<file path="src/rtl/pipe_stage_reg_if.sv">
// Handshake bundle between pipeline stages: valid/ready plus control, data lanes and destination register.
// The master drives the entry; the slave returns ready.
interface pipe_stage_reg_if #(
    parameter int CTRL_W   = 4,
    parameter int DATA_W   = 32,
    parameter int NUM_DATA = 2,
    parameter int RADDR_W  = 5
);
    logic                         valid;
    logic                         ready;
    logic [CTRL_W-1:0]            ctrl;
    logic [NUM_DATA*DATA_W-1:0]   data;
    logic [RADDR_W-1:0]           rd;

    modport master (output valid, ctrl, data, rd, input  ready);
    modport slave  (input  valid, ctrl, data, rd, output ready);
endinterface

</file>
<file path="src/rtl/pipe_stage_reg.sv">
// Elastic inter-stage pipeline register with flush, bubble-gated control and a saturating bubble counter; 1-cycle latency.
// Backpressure: SKID=1 holds a second entry behind a registered ready, SKID=0 single entry with combinational ready.
module pipe_stage_reg #(
    parameter int CTRL_W   = 4,
    parameter int DATA_W   = 32,
    parameter int NUM_DATA = 2,
    parameter int RADDR_W  = 5,
    parameter int SKID     = 1
) (
    input  logic                Clock,
    input  logic                Reset_n,
    input  logic                Flush,
    pipe_stage_reg_if.slave     in_if,
    pipe_stage_reg_if.master    out_if,
    output logic [15:0]         Bubble_count
);
    localparam logic [1:0] ST_EMPTY = 2'd0;
    localparam logic [1:0] ST_MAIN  = 2'd1;
    localparam logic [1:0] ST_BOTH  = 2'd2;

    typedef struct packed {
        logic [CTRL_W-1:0]          ctrl;
        logic [NUM_DATA*DATA_W-1:0] data;
        logic [RADDR_W-1:0]         rd;
    } entry_t;

    logic [1:0]  state_q, state_d;
    entry_t      main_q, main_d;
    entry_t      skid_q, skid_d;
    logic [15:0] bubble_q, bubble_d;

    entry_t in_ent;
    logic   out_valid;
    logic   in_ready;
    logic   accept;
    logic   issue;

    assign in_ent    = '{ctrl: in_if.ctrl, data: in_if.data, rd: in_if.rd};
    assign out_valid = (state_q != ST_EMPTY);

    // With a skid entry, ready depends only on state so it never combinationally follows Out_ready.
    assign in_ready  = (SKID != 0) ? (state_q != ST_BOTH) : (out_if.ready | ~out_valid);
    assign accept    = in_if.valid & in_ready;
    assign issue     = out_valid & out_if.ready;

    always_comb begin
        state_d = state_q;
        main_d  = main_q;
        skid_d  = skid_q;
        if (Flush) begin
            state_d = ST_EMPTY;
        end else begin
            case (state_q)
                ST_EMPTY: begin
                    if (accept) begin
                        state_d = ST_MAIN;
                        main_d  = in_ent;
                    end
                end
                ST_MAIN: begin
                    if (issue && accept) begin
                        main_d = in_ent;
                    end else if (issue) begin
                        state_d = ST_EMPTY;
                    end else if (accept && (SKID != 0)) begin
                        state_d = ST_BOTH;
                        skid_d  = in_ent;
                    end
                end
                ST_BOTH: begin
                    if (issue) begin
                        state_d = ST_MAIN;
                        main_d  = skid_q;
                    end
                end
                default: state_d = ST_EMPTY;
            endcase
        end
    end

    // Counting ignores Flush; only reset clears the counter.
    always_comb begin
        bubble_d = bubble_q;
        if (!out_valid && (bubble_q != 16'hFFFF)) begin
            bubble_d = bubble_q + 16'd1;
        end
    end

    always_ff @(posedge Clock) begin
        if (!Reset_n) begin
            state_q  <= ST_EMPTY;
            main_q   <= '0;
            skid_q   <= '0;
            bubble_q <= '0;
        end else begin
            state_q  <= state_d;
            main_q   <= main_d;
            skid_q   <= skid_d;
            bubble_q <= bubble_d;
        end
    end

    assign in_if.ready  = in_ready;
    assign out_if.valid = out_valid;
    assign out_if.ctrl  = out_valid ? main_q.ctrl : '0;
    assign out_if.data  = main_q.data;
    assign out_if.rd    = main_q.rd;
    assign Bubble_count = bubble_q;
endmodule

</file>
<file path="src/flat_wrapper.sv">
// flat-port wrapper written by rule: the top's interface ports become plain ports
module pipe_stage_reg_flat 
#(
    parameter int CTRL_W   = 4,
    parameter int DATA_W   = 32,
    parameter int NUM_DATA = 2,
    parameter int RADDR_W  = 5,
    parameter int SKID     = 1
)
  (Clock, Reset_n, Flush, Bubble_count, in_if_valid, in_if_ctrl, in_if_data, in_if_rd, in_if_ready, out_if_valid, out_if_ctrl, out_if_data, out_if_rd, out_if_ready);
  pipe_stage_reg_if #(.CTRL_W(CTRL_W), .DATA_W(DATA_W), .NUM_DATA(NUM_DATA), .RADDR_W(RADDR_W)) in_if_i ();
  pipe_stage_reg_if #(.CTRL_W(CTRL_W), .DATA_W(DATA_W), .NUM_DATA(NUM_DATA), .RADDR_W(RADDR_W)) out_if_i ();
  input  logic Clock;
  input  logic Reset_n;
  input  logic Flush;
  output logic [15:0] Bubble_count;
  input wire logic [$bits(in_if_i.valid)-1:0] in_if_valid;
  input wire logic [$bits(in_if_i.ctrl)-1:0] in_if_ctrl;
  input wire logic [$bits(in_if_i.data)-1:0] in_if_data;
  input wire logic [$bits(in_if_i.rd)-1:0] in_if_rd;
  output wire logic [$bits(in_if_i.ready)-1:0] in_if_ready;
  output wire logic [$bits(out_if_i.valid)-1:0] out_if_valid;
  output wire logic [$bits(out_if_i.ctrl)-1:0] out_if_ctrl;
  output wire logic [$bits(out_if_i.data)-1:0] out_if_data;
  output wire logic [$bits(out_if_i.rd)-1:0] out_if_rd;
  input wire logic [$bits(out_if_i.ready)-1:0] out_if_ready;
  assign in_if_i.valid = in_if_valid;
  assign in_if_i.ctrl = in_if_ctrl;
  assign in_if_i.data = in_if_data;
  assign in_if_i.rd = in_if_rd;
  assign in_if_ready = in_if_i.ready;
  assign out_if_valid = out_if_i.valid;
  assign out_if_ctrl = out_if_i.ctrl;
  assign out_if_data = out_if_i.data;
  assign out_if_rd = out_if_i.rd;
  assign out_if_i.ready = out_if_ready;
  pipe_stage_reg #(.CTRL_W(CTRL_W), .DATA_W(DATA_W), .NUM_DATA(NUM_DATA), .RADDR_W(RADDR_W), .SKID(SKID)) u_core (.Clock(Clock), .Reset_n(Reset_n), .Flush(Flush), .in_if(in_if_i), .out_if(out_if_i), .Bubble_count(Bubble_count));
endmodule
</file>
<file path="config.mk">
export PLATFORM = sky130hd
export DESIGN_NAME = pipe_stage_reg_flat
export DESIGN_NICKNAME = d
export VERILOG_FILES = /design/src/rtl/pipe_stage_reg_if.sv /design/src/rtl/pipe_stage_reg.sv /design/src/flat_wrapper.sv
export SDC_FILE = /design/constraint.sdc
export NUM_CORES = 1
export LEC_CHECK = 0
export ABC_AREA = 1
export CORE_ASPECT_RATIO = 2
export CORE_MARGIN = 8
export CORE_UTILIZATION = 54
export CTS_CLUSTER_DIAMETER = 150
export DETAILED_ROUTE_END_ITERATION = 16
export PLACE_DENSITY = 0.92
export SLEW_MARGIN = 20
export SYNTH_ARGS = -nofsm -noshare
export SYNTH_HDL_FRONTEND = slang
export SYNTH_SLANG_ARGS = --single-unit
</file>
<file path="constraint.sdc">
create_clock -name Clock -period 2.7 [get_ports Clock]
set_input_delay 0.54 -clock Clock [delete_from_list [all_inputs] [get_ports Clock]]
set_output_delay 0.54 -clock Clock [all_outputs]
set_load 0.005 [all_outputs]
</file>
# Yosys cells after proc, flatten, opt, wreduce, memory -nomap -nowiden
# Cells that the tools add are included.
# op_classes
n_addsub,1
n_eq_ne,9
n_mux,11
n_bitwise,6
reduce_logical,10
# ops
operator,count
73-bit two-way mux,3
73-bit case mux with 3 select lines,1
16-bit by 1-bit adder with 16-bit output (second input constant),1
16-bit inequality test (second input constant),1
2-bit two-way mux,5
5-bit AND reduction,2
2-bit by 1-bit inequality test with 1-bit output (second input constant),3
2-bit case mux with 3 select lines,1
4-bit two-way mux,1
2-bit inequality test (second input constant),2
1-bit inverter,4
4-bit AND reduction,1
3-bit by 1-bit inequality test with 1-bit output (second input constant),1
3-bit nonzero test,1
1-bit bitwise AND,2
2-bit by 1-bit == test with 1-bit output (second input constant),1
2-bit == test (second input constant),1
1-bit logical AND,2
2-bit logical NOT,1
2-bit nonzero test,1
2-bit OR reduction,1
1-bit logical NOT,1
# totals
register_bits,164
input_bits,78
wordCells,45

# Logic depth before layout (Yosys ltp)
# depth
word_depth,6
depth_mapped,9
ltp_nobuf,9

# Least setup slack after synthesis
# OpenSTA, ideal clock, no wires.
# synth_timing
path_kind,input to register
startpoint,input port out_if_ready
endpoint,register u_core.skid_q[0] (netlist bit)
setup_time_ns,0.128
t_arrival_ns,1.345
t_required_ns,2.572
setup_slack_ns,1.227
stages,6
cell_sequence,nor3_2 > nand3_1 > buf_2 > clkbuf_1 > o21ai_0 > a21oi_1
# synth_via
elab_chain_cells,4
elab_cells_between_ends,5
cone_classes,bitwise (3); reduce/logical (2)
# synth_lines
item,line_no,rtl
start: declaration,flat_wrapper.sv:26,input wire logic [$bits(out_if_i.ready)-1:0] out_if_ready;
1-bit bitwise AND (*),pipe_stage_reg.sv:44,assign issue = out_valid & out_if.ready;
1-bit logical AND,pipe_stage_reg.sv:61,if (issue && accept) begin
1-bit inverter (no line),-,
5-bit AND reduction (no line) (*),-,
end signal: assignment,pipe_stage_reg.sv:98,skid_q <= skid_d;
end: declaration,pipe_stage_reg.sv:29,"entry_t skid_q, skid_d;"
# Mark *: on every way between the ends. The rest lies on a longest branch, timed or not.
# A chain may end at the register's enable or synchronous reset.

# Final worst setup path
# layout_timing
startpoint,register u_core.state_q[1]
endpoint,output port out_if_ctrl[3]
# layout_via
elab_chain_cells,2
# layout_lines
item,line_no,rtl
start: declaration,pipe_stage_reg.sv:27,"logic [1:0] state_q, state_d;"
start signal: assignment,pipe_stage_reg.sv:96,state_q <= state_d;
2-bit nonzero test,pipe_stage_reg.sv:39,assign out_valid = (state_q != ST_EMPTY);
4-bit two-way mux,pipe_stage_reg.sv:105,assign out_if.ctrl = out_valid ? main_q.ctrl : '0;
end: declaration,flat_wrapper.sv:23,output wire logic [$bits(out_if_i.ctrl)-1:0] out_if_ctrl;
# Every way passes these cells.

==> flow_metrics.tcl <==
set metrics [dict create \
    slew_violations 0 \
    end_kind "output pin" \
    dr_wl_met3_um 887 \
    rsz0062_at_grt "no" \
    synth.top_cells.by_area "dfxtp_1 (44%), o21ai_0 (14%), nor2_1 (8.9%)" \
    route.top_layer_used "met4" \
    final-hold-violation-count 0 \
    skew_ns 0.0107 \
    cts.reportedPaths.clkPinSlew_ns 0.06 \
    rows 60 \
    syn_area_per_cell_um2 7.14 \
    n_antenna_cell 0 \
    slew_headroom_pct 57.3 \
    grt_max_degree 148 \
    synth.distinct_cells 25 \
    post-cts-setup-buffers 0 \
    tightest_slew_ns 0.640 \
    swShare_pct 23.7 \
    grt_pass1_vias 6491 \
    combPwrFrac_pct 11.9 \
    synth_top_area_share_pct 44.5 \
    dieArea_um2 17900 \
    power_density_nw_per_um2 638 \
    vias 6685 \
    grt_use_total_pct 21.1 \
    numCtsBuffers 17 \
    required_ns 2.16 \
    ant_nets 0 \
    final.min_clock_period_ns 2.40 \
    yosysWarnings 0 \
    ctsHoldBuffers 0 \
    drive_above_1_share_pct 4.34 \
    p_seq_share_pct 44.3 \
    start_util_pct 54.9 \
    leakage_nw 3.51 \
    clk_latency_ns 0.42 \
    antenna_found_initial 0 \
    syn_inst 1034 \
    grt_first_pass_wirelength_um 30600 \
    dieHeight_um 181 \
    timing.rr.start "u_core.Bubble_count[0]$_SDFFE_PN0P_" \
    timing.setup.tns_ns 0 \
    setup_viol 0 \
    fill_cells 1071 \
    dr.pass1.iters 5 \
    critPathLaunchType "flip-flop" \
    multi_input_area_um2 2920 \
    final_util_pct 68.2 \
    viasPerCell 5.30 \
    core-area_um2 13400 \
    ctsResizeCount 0 \
    drv_cap 0 \
    placed_cells 1230 \
    cts.sinks 164 \
    dp_hpwl_um 12600 \
    outcome "complete, no violations" \
    cts-root-buf "clkbuf_16" \
    worst_hold_path_type "flip-flop to flip-flop" \
    drc 0 \
    cts_tree "built" \
    syn-num-nets 1113 \
    crit_type "flip-flop to output pin" \
    yosysSeqAreaShare_pct 44.5 \
    final_nets 1173 \
    power.clock.fraction_pct 43.8 \
    io_buffers 168 \
    clockBufferDepth 2 \
    wl_met1_um 7010 \
    critPathArrivalTime_ns 1.86 \
    switchingPower_mw 1.39 \
    gp_congestion 0.869 \
    grt_overflow 0 \
    fin_cells 1261 \
    h-tree-depth 4 \
    wl_met2_um 9900 \
    critPathLaunch "u_core.state_q[1]$_SDFFE_PP0P_" \
    postLayoutCellArea_um2 9170 \
    regArea_um2 3280 \
    place_area_um2 8540 \
    finalCritPeriodShare_pct 88.8 \
    synth_area_leader_cell "dfxtp_1" \
    wl_per_cell_um 15.0 \
    area_growth_pct 24.2 \
    drtIter0Drc 412 \
    vdd_drop_max_v 0.000515 \
    reg2reg_setup_slack_ns 0.82 \
    p_int_mw 4.46 \
    fp.dieW_um 98.7 \
    fmax_ghz 0.417 \
    r2r_end "u_core.Bubble_count[15]$_SDFFE_PN0P_" \
    worstSetupEndpoint "out_if_ctrl[3]" \
    syn_area_um2 7380 \
    ys_ff_latch 164 \
    routed_wl_um 18900 \
    ff2ff_path_depth 9 \
    pin_count 169 \
    path_max_fanout 7 \
]
worst max-delay path, stage by stage (launching register included):
cell             delay (ns)
dfxtp_1                0.44
inv_1                  0.10
nand2_4                0.12
inv_1                  0.14
nor2_1                 0.11
clkdlybuf4s50_1        0.52
cell usage in the layout, fill, tap and decap left out, types with 10 or more instances in the layout:
cell / instances
a21oi_1: 87
clkbuf_16: 17
clkdlybuf4s50_1: 167
dfxtp_1: 164
inv_1: 90
nand2_1: 128
nand3_1: 10
nor2_1: 175
o21ai_0: 207
o21ai_1: 13
metrics by stage:
step / setup WS (ns) / hold WS (ns) / total power [mW]
after detailed placement: 0.365 / 0.437 / 3.34
after CTS: 0.275 / 0.447 / 5.90
after global routing: 0.188 / 0.458 / 6.07
after global placement: 0.456 / 0.432 / 3.32
final: 0.303 / 0.446 / 5.85
after floorplan: 1.23 / 0.425 / 3.06
cell type report:
type | instances | area share, %
Timing Repair Buffer | 175 | 19.6
Tap cell | 155 | 2.12
Clock buffer | 18 | 4.68
Clock inverter | 13 | 2.17
Inverter | 93 | 3.81
Sequential cell | 164 | 35.8
Multi-Input combinational cell | 643 | 31.9
flip-flops by register name, indices dropped and copies added, names as in the netlist:
register / cells
u_core.out_if.data: 64
u_core.out_if.rd: 5
u_core.main_q: 4
u_core.Bubble_count: 16
u_core.state_q: 2
u_core.skid_q: 73
how the worst min path moves through the flow:
stage / from / endpoint / slack [ns] / cells past startpoint
final: u_core.skid_q[38]$_SDFFE_PN0P_ / u_core.skid_q[38]$_SDFFE_PN0P_ / 0.45 / 2
after detailed placement: u_core.skid_q[28]$_SDFFE_PN0P_ / u_core.skid_q[28]$_SDFFE_PN0P_ / 0.44 / 2
after global routing: u_core.skid_q[28]$_SDFFE_PN0P_ / u_core.skid_q[28]$_SDFFE_PN0P_ / 0.46 / 2
after CTS: u_core.skid_q[28]$_SDFFE_PN0P_ / u_core.skid_q[28]$_SDFFE_PN0P_ / 0.45 / 2
after global placement: u_core.skid_q[29]$_SDFFE_PN0P_ / u_core.skid_q[29]$_SDFFE_PN0P_ / 0.43 / 2
after floorplan: u_core.skid_q[0]$_SDFFE_PN0P_ / u_core.skid_q[0]$_SDFFE_PN0P_ / 0.42 / 2
cells by family (layout without fill, tap and decap cells):
family	count (synthesis)	in the layout	synth area share [%]
and+or+nand+nor	327	327	17.3
AOI/OAI and AO/OA	309	309	21.1
buffers and inverters	227	299	16.3
DFF	164	164	44.5
xor gates and xnor gates	6	6	0.712
adders and majority gates	1	1	0.169
power groups by stage:
stage               registers (mW)  clock network [mW]  logic [mW]
detailed placement            2.64                   0       0.698
CTS                           2.59                2.60       0.705
floorplan                     2.63                   0       0.431
global placement              2.64                   0       0.678
finish                        2.59                2.56       0.698
global route                  2.60                2.69       0.775
synth_stat cells (all sizes together):
cell / number
a21oi: 87
buf: 104
clkbuf: 30
clkinv: 1
dfxtp: 164
ha: 1
inv: 92
nand2: 131
nand3: 11
nand3b: 2
nand4: 5
nor2: 176
nor3: 2
o21ai: 222
xnor2: 2
xor2: 4
routing by layer:
layer	track usage (%)	vias up
met1	20.8	3052
met2	38.1	218
met3	4.58	54
met5	0	-
met4	14.6	0
li1	-	3361
Note: power is estimated with default switching activity, not from simulation.
